<file path="src/rtl/uart_rx_framed_pkg.sv">
// Shared UART types and baud-timing helpers used by the receiver (and transmitter).
package uart_rx_framed_pkg;

  typedef enum logic [1:0] {
    ParityNone = 2'd0,
    ParityOdd  = 2'd1,
    ParityEven = 2'd2
  } uart_parity_e;

  typedef enum logic [2:0] {
    StIdle,
    StStart,
    StData,
    StParity,
    StStop
  } uart_rx_state_e;

  // Clocks per bit period.
  function automatic int unsigned baud_tick(input int unsigned clk_speed,
                                            input int unsigned baud_rate);
    return clk_speed / baud_rate;
  endfunction

  // Clocks to the centre of the start bit.
  function automatic int unsigned half_tick(input int unsigned clk_speed,
                                            input int unsigned baud_rate);
    return baud_tick(clk_speed, baud_rate) / 2;
  endfunction

endpackage

</file>
<file path="src/rtl/uart_rx_framed_sync.sv">
// N-flop synchroniser for a single asynchronous input, with configurable reset value.
module uart_rx_framed_sync #(
  parameter int unsigned Stages     = 2,
  parameter logic        ResetValue = 1'b1
) (
  input  logic clock,
  input  logic reset_n,
  input  logic i_d,
  output logic o_q
);

  logic [Stages-1:0] r_stages;

  // Shift the async input through the flop chain.
  always_ff @(posedge clock or negedge reset_n) begin
    if (!reset_n) begin
      r_stages <= {Stages{ResetValue}};
    end else begin
      r_stages <= {r_stages[Stages-2:0], i_d};
    end
  end

  assign o_q = r_stages[Stages-1];

endmodule

</file>
<file path="src/rtl/uart_rx_framed.sv">
// UART receiver: mid-bit sampling, optional parity, 1 or 2 stop bits, valid/ready output
// with per-word error flags and overrun pulse.
module uart_rx_framed
  import uart_rx_framed_pkg::*;
#(
  parameter int unsigned CLK_SPEED = 5_000_000,
  parameter int unsigned BAUD_RATE = 9600,
  parameter int unsigned DATA_BITS = 8,
  parameter int unsigned PARITY    = 0,
  parameter int unsigned STOP_BITS = 1
) (
  input  logic                 clock,
  input  logic                 reset_n,
  input  logic                 i_rx,
  output logic [DATA_BITS-1:0] o_data_out,
  output logic                 o_data_valid,
  input  logic                 i_data_ready,
  output logic                 o_parity_err,
  output logic                 o_frame_err,
  output logic                 o_overrun,
  output logic                 o_busy
);

  localparam int unsigned    BaudTick   = baud_tick(CLK_SPEED, BAUD_RATE);
  localparam int unsigned    HalfTick   = half_tick(CLK_SPEED, BAUD_RATE);
  localparam int unsigned    TickW      = $clog2(BaudTick);
  localparam logic [TickW-1:0] TickLast = TickW'(BaudTick - 1);
  localparam logic [TickW-1:0] HalfLast = TickW'(HalfTick - 1);
  localparam int unsigned    BitW       = 4;
  localparam logic [BitW-1:0] DataLast  = BitW'(DATA_BITS - 1);
  localparam logic [BitW-1:0] StopLast  = BitW'(STOP_BITS - 1);
  localparam uart_parity_e   ParityMode = uart_parity_e'(PARITY[1:0]);

  uart_rx_state_e         r_state;
  logic [TickW-1:0]       r_tick;
  logic [BitW-1:0]        r_bit;
  logic [DATA_BITS-1:0]   r_shift;
  logic                   r_armed;
  logic                   r_par_err;
  logic                   r_stop_err;
  logic [DATA_BITS-1:0]   r_data_out;
  logic                   r_data_valid;
  logic                   r_parity_err;
  logic                   r_frame_err;
  logic                   r_overrun;

  logic w_rx_s;
  logic w_bit_end;
  logic w_stop_err;

  uart_rx_framed_sync #(
    .Stages    (2),
    .ResetValue(1'b1)
  ) u_sync (
    .clock  (clock),
    .reset_n(reset_n),
    .i_d    (i_rx),
    .o_q    (w_rx_s)
  );

  assign w_bit_end  = (r_tick == TickLast);
  // Error accumulates across both stop bits when STOP_BITS == 2.
  assign w_stop_err = r_stop_err | ~w_rx_s;

  // Receive FSM, tick/bit counters, shift register and output register.
  always_ff @(posedge clock or negedge reset_n) begin
    if (!reset_n) begin
      r_state      <= StIdle;
      r_tick       <= '0;
      r_bit        <= '0;
      r_shift      <= '0;
      r_armed      <= 1'b1;
      r_par_err    <= 1'b0;
      r_stop_err   <= 1'b0;
      r_data_out   <= '0;
      r_data_valid <= 1'b0;
      r_parity_err <= 1'b0;
      r_frame_err  <= 1'b0;
      r_overrun    <= 1'b0;
    end else begin
      r_overrun <= 1'b0;
      r_tick    <= r_tick + TickW'(1);
      if (r_data_valid && i_data_ready) r_data_valid <= 1'b0;
      if (w_rx_s) r_armed <= 1'b1;
      unique case (r_state)
        StIdle: begin
          r_tick <= '0;
          if (r_armed && !w_rx_s) begin
            r_state    <= StStart;
            r_bit      <= '0;
            r_par_err  <= 1'b0;
            r_stop_err <= 1'b0;
          end
        end
        StStart: begin
          if (r_tick == HalfLast) begin
            r_tick  <= '0;
            // A high sample here means the falling edge was a glitch.
            r_state <= w_rx_s ? StIdle : StData;
          end
        end
        StData: begin
          if (w_bit_end) begin
            r_tick  <= '0;
            r_shift <= {w_rx_s, r_shift[DATA_BITS-1:1]};
            if (r_bit == DataLast) begin
              r_bit   <= '0;
              r_state <= (ParityMode == ParityNone) ? StStop : StParity;
            end else begin
              r_bit <= r_bit + BitW'(1);
            end
          end
        end
        StParity: begin
          if (w_bit_end) begin
            r_tick    <= '0;
            r_par_err <= (^{r_shift, w_rx_s}) != (ParityMode == ParityOdd);
            r_state   <= StStop;
          end
        end
        StStop: begin
          if (w_bit_end) begin
            r_tick     <= '0;
            r_stop_err <= w_stop_err;
            if (r_bit == StopLast) begin
              r_bit   <= '0;
              r_state <= StIdle;
              // Stay disarmed after a bad stop so a held-low line yields one word only.
              if (w_stop_err) r_armed <= 1'b0;
              if (r_data_valid && !i_data_ready) begin
                r_overrun <= 1'b1;
              end else begin
                r_data_out   <= r_shift;
                r_parity_err <= r_par_err;
                r_frame_err  <= w_stop_err;
                r_data_valid <= 1'b1;
              end
            end else begin
              r_bit <= r_bit + BitW'(1);
            end
          end
        end
        default: r_state <= StIdle;
      endcase
    end
  end

  assign o_data_out   = r_data_out;
  assign o_data_valid = r_data_valid;
  assign o_parity_err = r_parity_err;
  assign o_frame_err  = r_frame_err;
  assign o_overrun    = r_overrun;
  assign o_busy       = (r_state != StIdle);

endmodule
</file>
<file path="config.mk">
export PLATFORM = sky130hd
export DESIGN_NAME = uart_rx_framed
export DESIGN_NICKNAME = d
export VERILOG_FILES = /design/src/rtl/uart_rx_framed_pkg.sv /design/src/rtl/uart_rx_framed_sync.sv /design/src/rtl/uart_rx_framed.sv
export SDC_FILE = /design/constraint.sdc
export NUM_CORES = 1
export LEC_CHECK = 0
export BUFFER_PORTS_ARGS = -buffer_cell sky130_fd_sc_hd__buf_2
export CAP_MARGIN = 20
export CELL_PAD_IN_SITES_DETAIL_PLACEMENT = 0
export CELL_PAD_IN_SITES_GLOBAL_PLACEMENT = 1
export CORE_MARGIN = 8
export CORE_UTILIZATION = 42
export DETAILED_ROUTE_END_ITERATION = 8
export PLACE_DENSITY_LB_ADDON = 0.1
export SYNTH_ARGS = -nofsm -noshare
export SYNTH_HDL_FRONTEND = slang
export SYNTH_SLANG_ARGS = --single-unit
export TNS_END_PERCENT = 5
</file>
<file path="constraint.sdc">
create_clock -name clock -period 3.1 [get_ports clock]
set_input_delay 0.31 -clock clock [delete_from_list [all_inputs] [get_ports clock]]
set_output_delay 0.31 -clock clock [all_outputs]
set_load 0.02 [all_outputs]
</file>
==> impl_metrics.csv <==
group,metric,value,unit
outcome,status,"finished, final reports clean",
cts,clockBufferDepth,2,
cts,cts_buffers,5,
sta,skew,0.00915,ns
final_layout,fillers,466,
power_and_ir_drop,ir_worst_vdd,341,uV
cts,htreeDepth,2,
drt,drt_wl_total,3.81,mm
cts,postCtsHoldBufs,0,
floorplan,die_x,86.4,microns
cts,path_clk_slew,0.07,ns
power_and_ir_drop,switching_power,331,uW
synthesis,synth-warning-count,0,
critical_path,arrival,2.54,ns
synthesis,yosys_most_used_dff,"dfrtp_1",
drt,routedWlPerCell,14.1,microns
power_and_ir_drop,intPower,901,uW
drt,drc,0,
flow_run,cap_violations,0,
synthesis,synth_area_leader_cell,"dfrtp_1",
critical_path,crit_path_max_fanout,8,
synthesis,synth_top_area_share,46.8,%
floorplan,dieArea,0.00747,sq mm
floorplan,rows,25,
sta,fmax,421,MHz
sta,finalSetupTns,0,ns
synthesis,syn_avg_cell_area,11.2,sq um
global_route,grt_pass1_wl,6.52,mm
critical_path,cp_slowest_stage_delay,0.59,ns
power_and_ir_drop,pwr-share-seq,54.1,%
global_route,grt_use_total,10.8,%
final_layout,nets,209,
synthesis,synth_most_common_cell,"dfrtp_1",
floorplan,core-area,0.00475,sq mm
synthesis,synth_nets,193,
drt,vias_per_cell,5.15,
sta,layout_setup_ws,0.727,ns
power_and_ir_drop,switching_share,26.9,%
floorplan,initial_utilization,43.8,%
hold_path,holdCritPathClass,"in2reg",
power_and_ir_drop,pwr-share-clk,33.9,%
final_layout,drive_above_1_share,25.6,%
synthesis,synth_commonest_cells,"dfrtp_1 (39), mux2_2 (17), nor2_1 (16), inv_1 (9), xnor2_1 (9)",
drt,vias,1391,
critical_path,worstPathCellList,"or4_4 > nor4_2 > nor2b_1 > buf_4 > mux2_2",
sta,period_minus_slack,2.37,ns
critical_path,crit_type,"reg2reg",
synthesis,synth.area.top_cells,"dfrtp_1 (47%), mux2_2 (9.2%), dfstp_2 (3.8%)",
cts,cts.sink_count,42,
drt,ant_nets,0,
sta,period_share,76.6,%
drt,drtIter0Drc,35,
sta,tightest_slew,0.908,ns
sta,drv_slew,0,
sta,relSlewSlack,39.5,%
power_and_ir_drop,cellLeakagePower,0.00107,uW
placed_design,dpl.hpwl,2.72,mm
synthesis,syn_inst,186,
critical_path,endpoint_kind,"flop",
global_route,grt_max_degree,43,
power_and_ir_drop,power_frac_comb,12.0,%
cts,post_cts_buffers,0,
critical_path,cp-start-kind,"flop",
sta,setup_viol,0,
global_route,grt_pass1_vias,1359,
critical_path,path_delay_family,"simple AND/OR/NAND/NOR gates",
synthesis,yosysUniqueCellTypes,45,
cts,cts_tree,"built",
power_and_ir_drop,power.density,528,mW/mm^2
global_route,gr-total-overflow,0,
placed_design,pre_cts_ws,0.724,ns
critical_path,worst-path-buf-inv,1,
placed_design,io_buffers,16,
placed_design,gp_congestion,0.732,
synthesis,ys_ff_latch,42,
cts,cts_root_buffer,"clkbuf_8",
synthesis,async_flop_share,100,%
synthesis,syn_area,0.00208,sq mm
final_layout,synthToLayoutAreaGrowth,12.0,%
synthesis,yosysSeqAreaShare,50.6,%
critical_path,critPathRequiredTime,3.27,ns
synthesis,synth-edff-count,0,
floorplan,fp.dieH,86.4,microns
sta,finalHoldViolCount,0,
global_route,antenna_found_initial,0,
final_layout,diodes,0,
drt,first_pass_iters,4,
cts,post_cts_resized,0,
sta,rsz0062_at_grt,"false",
critical_path,slowest_stage,"or4_4",
cts,clk_latency,0.29,ns
floorplan,pin_count,17,
[worst paths after layout]
kind | start | end | slack (ns) | cells past startpoint
hold / removal | i_rx | u_sync.r_stages[0] | 0.12 | 1
max in group asynchronous | reset_n | r_shift[5] | 2.38 | 1
setup reg to reg | r_tick[5] | r_shift[3] | 0.73 | 5
setup / recovery | r_tick[5] | r_shift[3] | 0.73 | 5
hold reg to reg | u_sync.r_stages[0] | u_sync.r_stages[1] | 0.36 | 0
min in group asynchronous | reset_n | r_bit[3] | 0.15 | 1
[kinds of logic (layout without fill, tap and decap cells)]
logic type / count (synthesis) / count (layout) / synth area share, %
buf+inv: 19 / 36 / 3.72
flops: 42 / 42 / 50.6
xor+xnor: 15 / 15 / 6.97
compound gates: 23 / 23 / 8.29
simple gates: 65 / 65 / 18.4
mux: 19 / 19 / 10.2
fa+ha+maj: 3 / 3 / 1.80
[routing by layer]
layer	vias to the layer above	track usage [%]	part of all wire [%]
met1	674	14.3	49
met5	-	0	0
met2	17	16.5	46
met4	0	3.29	0.50
li1	698	-	-
met3	2	3.40	4.0
[flip-flops by register name, indices dropped and copies added (netlist names)]
register and cells:
r_armed 1, o_data_out 8, o_parity_err 1, r_shift 8, r_state 3, o_frame_err 1
o_data_valid 1, o_overrun 1, r_stop_err 1, r_par_err 1, r_bit 4, r_tick 10
u_sync.r_stages 2
[layout make-up]
| cell class | instances | area, sq um | share of cell area (%) |
|---|---|---|---|
| Sequential cell | 42 | 1050 | 45.2 |
| Multi-Input combinational cell | 125 | 951 | 40.8 |
| Timing Repair Buffer | 19 | 103 | 4.40 |
| Tap cell | 67 | 83.8 | 3.59 |
| Clock buffer | 7 | 76.3 | 3.27 |
| Inverter | 9 | 33.8 | 1.45 |
| Clock inverter | 1 | 30.0 | 1.29 |
[metrics by stage]
stage	area, sq um	utilization [%]	power, uW	instances	hold WS (ns)
finish	2330	49.1	1230	270	0.119
global route	2330	49.1	1300	270	0.111
CTS	2330	49.1	1250	270	0.106
detailed placement	2230	46.8	825	262	0.347
global placement	2230	46.8	819	262	0.347
floorplan	2080	-	784	186	0.0144
[power groups by stage]
stage	combinational, uW	clock, uW	sequential [uW]
floorplan	148	0	636
global placement	145	0	674
detailed placement	148	0	677
CTS	151	434	667
global route	173	454	677
finish	148	417	667
[cells in the final DEF, fill, tap and decap left out, types with 2 or more instances in the layout]
cell type and n:
dfrtp_1 39, mux2_2 17, nor2_1 16, buf_2 16, xnor2_1 9, inv_1 9, nand2_1 8, nand3_1 7
nor3_1 7, and3_1 6, xor2_1 5, o21ai_0 5, clkbuf_8 5, nand2b_1 4, nand4_1 3, o22ai_1 3
ha_1 3, buf_4 3, dfstp_2 3, o22a_1 2, a221oi_1 2, o2bb2ai_1 2, nor4bb_1 2, a21oi_1 2
a31oi_1 2, clkbuf_1 2
No activity file was read; power rests on OpenSTA's default activity.
